$ cat config.mk
export PLATFORM = sky130hd
export DESIGN_NAME = sram_top
export DESIGN_NICKNAME = d
export VERILOG_FILES = /design/src/rtl/sram_top.sv
export SDC_FILE = /design/constraint.sdc
export NUM_CORES = 1
export LEC_CHECK = 0
export CAP_MARGIN = 15
export CORE_MARGIN = 2
export CORE_UTILIZATION = 45
export CTS_BUF_LIST = sky130_fd_sc_hd__clkbuf_8
export DETAILED_ROUTE_END_ITERATION = 8
export PLACE_DENSITY = 0.59
export SLEW_MARGIN = 5
export SYNTH_ARGS = -nofsm -noshare
export SYNTH_HDL_FRONTEND = slang
export SYNTH_SLANG_ARGS = --single-unit
export TNS_END_PERCENT = 20
$ cat constraint.sdc
create_clock -name clk -period 14.4 [get_ports clk]
set_clock_uncertainty 0.15 [all_clocks]
set_input_delay 2.88 -clock clk [delete_from_list [all_inputs] [get_ports clk]]
set_output_delay 2.88 -clock clk [all_outputs]
set_load 0.03 [all_outputs]
$ cat src/rtl/sram_top.sv
// Behavioural front-end and array model for the mixed-signal SRAM macro:
// serial MSB-first word loading, row write, and registered row read with a valid strobe.
module sram_top #(
  parameter int ROWS = 4,
  parameter int COLS = 8
) (
  input  logic            clk,
  input  logic            arst,
  input  logic            serial_in,
  input  logic            shift,
  input  logic            w_en,
  input  logic            r_en,
  input  logic [ROWS-1:0] addr,
  output logic [COLS-1:0] data_out,
  output logic            data_valid
);

  localparam int DEPTH = 2 ** ROWS;

  logic [COLS-1:0] sreg_r;
  logic [COLS-1:0] sreg_shifted_s;
  logic [COLS-1:0] sreg_next_s;
  logic [COLS-1:0] mem_r [DEPTH];
  logic            rd_s;

  // A one-bit word has no upper bits to carry, so it simply takes the new bit.
  generate
    if (COLS == 1) begin : g_shift_one
      assign sreg_shifted_s = serial_in;
    end else begin : g_shift_many
      assign sreg_shifted_s = {sreg_r[COLS-2:0], serial_in};
    end
  endgenerate

  // Next shift-register value and read qualification; a write blocks a read.
  always_comb begin
    sreg_next_s = sreg_r;
    rd_s        = 1'b0;
    if (shift) begin
      sreg_next_s = sreg_shifted_s;
    end else begin
      sreg_next_s = sreg_r;
    end
    if (r_en && !w_en) begin
      rd_s = 1'b1;
    end else begin
      rd_s = 1'b0;
    end
  end

  // Input word register.
  always_ff @(posedge clk or posedge arst) begin
    if (arst) begin
      sreg_r <= {COLS{1'b0}};
    end else begin
      sreg_r <= sreg_next_s;
    end
  end

  // Bitcell array; commits the pre-edge shift register contents.
  always_ff @(posedge clk or posedge arst) begin
    if (arst) begin
      for (int i = 0; i < DEPTH; i++) begin
        mem_r[i] <= {COLS{1'b0}};
      end
    end else if (w_en) begin
      mem_r[addr] <= sreg_r;
    end
  end

  // Registered read port with a one-cycle valid strobe per completed read.
  always_ff @(posedge clk or posedge arst) begin
    if (arst) begin
      data_out   <= {COLS{1'b0}};
      data_valid <= 1'b0;
    end else if (rd_s) begin
      data_out   <= mem_r[addr];
      data_valid <= 1'b1;
    end else begin
      data_valid <= 1'b0;
    end
  end

endmodule

== Yosys cells after proc, flatten, opt, wreduce, memory -nomap -nowiden ==
Index checks and enable logic that the tools add are counted.

* Bitwise gates (word level): 1
* $lt $le $gt $ge: 2
* Reduce and logical (&&, ||, !) cells: 3
* Mux-type cells: 8

{| class="wikitable"
|+ Operators by type and width
! kind !! number
|-
| $bwmux 128 || 1
|-
| $bmux 8 s4 || 1
|-
| $demux 8 s4 || 1
|-
| $mux 8 || 3
|-
| $ge 5x5->1 const B || 1
|-
| $lt 5x1->1 const B || 1
|-
| $not 4->5 || 1
|-
| $logic_and 1x1->1 || 2
|-
| $mux 1 || 2
|-
| $logic_not 1->1 || 1
|}

* Output and inout port bits: 9
* Flip-flop bits (word level): 145
* Bits of input ports: 10
* Logic and storage cells: 33

== Longest topological paths before layout ==
* Depth after elaboration: 6
* Mapped depth: 7
* Mapped depth without buffers: 4

== Worst setup path after synthesis ==
Ideal clock, no wire load.

* Path kind: input -> register
* Start: in addr[1]
* End: reg data_out[0]
* Arrival time: 4.191 ns
* Cell stages on the path: 6
* Required time: 14.124 ns
* Setup time: 0.126 ns
* Buffers on the path: 2
* Path slack: 9.933 ns
* Cell sequence: clkbuf_1 > buf_2 > mux4_2 > mux2i_1 > nor2_1 > o32a_1

* Word-level cells in the longest chain between the ends: 4

{| class="wikitable"
|+ Ends and longest elaborated chain
! what !! line !! text
|-
| from (decl) || 13 || <nowiki>input logic [ROWS-1:0] addr,</nowiki>
|-
| $not 4->5 (implied by the code) || 77 || <nowiki>data_out <= mem_r[addr];</nowiki>
|-
| $bmux 8 s4 || 77 ||
|-
| $mux 8 (implied by the code) (2 in a row) || 77 ||
|-
| to (signal assigned) || 74 || <nowiki>data_out <= {COLS{1'b0}};</nowiki>
|-
| to (signal assigned) || 77 ||
|-
| to (decl) || 14 || <nowiki>output logic [COLS-1:0] data_out,</nowiki>
|}

No other way between the ends. The select of a mux whose other input is x is not followed.
A chain may end at the register's enable or synchronous reset.

== Worst setup path after layout ==
* Start: in addr[2]
* End: reg mem_r[85] in the netlist's numbering

* Word-level cells in the longest chain between the ends: 6
* Elaborated cells on any way between the ends: 7
* Those cells by class: order compare (2); mux (3); bitwise (1); reduce/logical (1)

{| class="wikitable"
|+ Ends and longest elaborated chain
! what !! line !! text
|-
| $not 4->5 (implied by the code) * || 67 || <nowiki>mem_r[addr] <= sreg_r;</nowiki>
|-
| $ge 5x5->1 (implied by the code) or $lt 5x1->1 (tied branches) || 67 ||
|-
| $logic_and 1x1->1 (implied by the code) || 67 ||
|-
| $mux 8 (implied by the code) || 67 ||
|-
| $demux 8 s4 * || 67 ||
|-
| $bwmux 128 * || 67 ||
|-
| to (signal, indexed assignment) || 64 || <nowiki>mem_r[i] <= {COLS{1'b0}};</nowiki>
|-
| to (signal, indexed assignment) || 67 ||
|-
| to (decl) || 23 || <nowiki>logic [COLS-1:0] mem_r [DEPTH];</nowiki>
|}

Mark *: on every way between the ends. The rest lies on a longest branch, timed or not.

==> impl_metrics.env <==
export IMPL_status="complete, no violations"
export IMPL_seq_area_frac_synth_pct=55.3
export IMPL_synthArstFlopShare_pct=100
export IMPL_cts_resized=0
export IMPL_p_int_mw=0.930
export IMPL_critPathKind="input port to flop"
export IMPL_cts_inserted_buffers=17
export IMPL_setup_slack_ps=9320
export IMPL_peakVddDrop_mv=0.0651
export IMPL_grt_ovfl_total=0
export IMPL_clk_path_buf_depth=2
export IMPL_fmax_ghz=0.197
export IMPL_grt_pass1_wl_mm=23.4
export IMPL_cp_required_ps=14590
export IMPL_synth_area_mm2=0.00656
export IMPL_syn2layout_area_growth_pct=11.4
export IMPL_power_density_mw_per_mm2=177
export IMPL_portBuffers=18
export IMPL_antenna_found_initial=0
export IMPL_ant_nets=0
export IMPL_arrival_ps=5270
export IMPL_num_rows=44
export IMPL_crit_chain="clkdlybuf4s50_1, nand2b_1, nor2_2, mux2_2"
export IMPL_end_kind="flop"
export IMPL_fin_setup_tns_ps=0
export IMPL_cp_slowest_cell="clkdlybuf4s50_1"
export IMPL_critPathLaunchType="input port"
export IMPL_sw_frac_of_total_pct=28.1
export IMPL_synth_seq_cells=145
export IMPL_clkLatencyLatePin_ps=460
export IMPL_critPathBufInv=1
export IMPL_cts_root_buf="clkbuf_8"
export IMPL_dp_slack_ps=8850
export IMPL_power_share_sequential_pct=50.6
export IMPL_drt_wl_total_mm=14.5
export IMPL_drive_above_1_share_pct=43.8
export IMPL_synth_ff_type="dfrtp_1"
export IMPL_place_gp_congestion=0.763
export IMPL_syn_nets=441
export IMPL_p_comb_share_pct=21.2
export IMPL_instances_no_fill=643
export IMPL_finalPower_mw=1.29
export IMPL_rsz0062_at_grt="false"
export IMPL_ys_top_cells_by_area="dfrtp_1, mux2_2, mux2i_1"
export IMPL_cap_violations=0
export IMPL_cts_tree="done"
export IMPL_pwr_share_clk_pct=28.2
export IMPL_nets=457
export IMPL_io_pins=19
export IMPL_synth_area_leader_cell="dfrtp_1"
export IMPL_cp_max_fo=22
export IMPL_die_area_mm2=0.0156
export IMPL_synth_most_common_cell="dfrtp_1"
export IMPL_crit_family="buffers and inverters"
export IMPL_min_period_ps=5080
export IMPL_die_x_um=125
export IMPL_maxSlewViolCount=0
export IMPL_antenna_cells=0
export IMPL_grt_usage_pct=20.2
export IMPL_holdCritPathClass="flop to flop"
export IMPL_grt_max_degree=84
export IMPL_max_stage_delay_ps=1170
export IMPL_clkTransAtPathRegs_ps=70
export IMPL_ys_warn_count=0
export IMPL_via_per_inst=5.66
export IMPL_synth_cells=431
export IMPL_slew_headroom_pct=29.8
export IMPL_num_vias=3638
export IMPL_final_util_pct=50.8
export IMPL_holdBufCountCts=0
export IMPL_period_share_pct=35.3
export IMPL_wl_per_cell_um=22.6
export IMPL_dpl_cell_count=612
export IMPL_tightestPinTransition_ps=1050
export IMPL_final_hold_viol_count=0
export IMPL_grt_pass1_vias=3933
export IMPL_synth_edf_count=0
export IMPL_core_mm2=0.0144
export IMPL_dpl_hpwl_mm=9.06
export IMPL_avgSynthCellArea_um2=15.2
export IMPL_cts_sinks=145
export IMPL_p_leak_nw=3.15
export IMPL_setup_viol=0
export IMPL_start_util_pct=45.6
export IMPL_synth_top_area_share_pct=55.3
export IMPL_htreeDepth=4
export IMPL_post_cts_buffers=0
export IMPL_initialDrtViolationCount=198
export IMPL_drc=0
export IMPL_dr_pass1_iters=4
export IMPL_synth_cell_types=28
export IMPL_synth_commonest_cells="dfrtp_1, mux2_2, mux2i_1"
export IMPL_die_h_um=125
export IMPL_power_switching_mw=0.363
-- logic make-up after synthesis --
family / after synthesis / synth area share, %
AO/OA/AOI/OAI: 32 / 3.51
buffers and inverters: 25 / 2.21
flip-flops: 145 / 55.3
multiplexers: 192 / 35.1
AND/OR/NAND/NOR: 37 / 3.80
-- area by class of cell --
cell class | instances | area, um2
Clock buffer | 22 | 303
Clock inverter | 9 | 153
Fill cell | 1242 | 7060
Inverter | 1 | 8.76
Multi-Input combinational cell | 261 | 2780
Sequential cell | 145 | 3630
Tap cell | 184 | 230
Timing Repair Buffer | 21 | 200
-- registers in the layout (all words and copies together) (netlist names) --
signal	count
data_valid	1
mem_r	128
sreg_r	8
data_out	8
-- routing by layer --
metal / GRT usage [%] / routed length, um / vias up
met2: 32.2 / 7020 / 39
li1: - / - / 1641
met3: 4.68 / 351 / 14
met5: 0 / 0 / -
met4: 7.01 / 224 / 0
met1: 27.4 / 6930 / 1944
-- placed cells by master (no fill, tap or decap) --
| cell | instances |
|---|---|
| nand3b_1 | 5 |
| nor2_2 | 9 |
| clkdlybuf4s50_1 | 17 |
| clkinv_2 | 2 |
| mux4_2 | 13 |
| dfrtp_1 | 145 |
| mux4_1 | 3 |
| nor2_1 | 9 |
| mux2_2 | 136 |
| nor3_4 | 2 |
| nor3b_2 | 1 |
| clkbuf_8 | 22 |
| nor2b_1 | 1 |
| o22a_1 | 8 |
| o21ai_0 | 16 |
| mux2i_1 | 40 |
| buf_4 | 4 |
| o32a_1 | 8 |
| inv_6 | 1 |
| clkinvlp_4 | 3 |
| nand3b_2 | 1 |
| nand2b_1 | 2 |
| nor3_2 | 1 |
| nand3_2 | 1 |
| bufinv_16 | 4 |
| or3b_2 | 1 |
| nand3_1 | 2 |
| nand2_1 | 2 |
-- power groups by stage --
stage | logic, mW | registers (mW) | clock network, mW
after floorplan | 0.221 | 0.623 | 0
after global placement | 0.271 | 0.656 | 0
after detailed placement | 0.278 | 0.663 | 0
after CTS | 0.279 | 0.655 | 0.373
after global routing | 0.298 | 0.676 | 0.393
final | 0.274 | 0.655 | 0.364
-- per-stage QoR --
step                      area, um2  hold WS [ps]
after global routing           7310           370
after detailed placement       6850           337
after floorplan                6560           321
after CTS                      7310           354
after global placement         6850           333
final                          7310           351
-- worst paths after layout --
check,slack (ps),depth (start not counted),endpoint,start
min reg2reg,350,1,mem_r[84]$_DFFE_PP0P_,mem_r[84]$_DFFE_PP0P_
max reg2reg,12540,4,data_out[6]$_DFFE_PP0P_,mem_r[86]$_DFFE_PP0P_
min,350,1,mem_r[84]$_DFFE_PP0P_,mem_r[84]$_DFFE_PP0P_
min in group asynchronous,2760,2,data_valid$_DFF_PP0_,arst
max in group asynchronous,9960,3,mem_r[77]$_DFFE_PP0P_,arst
max,9320,4,mem_r[85]$_DFFE_PP0P_,addr[2]
Note: power is estimated with default switching activity, not from simulation.
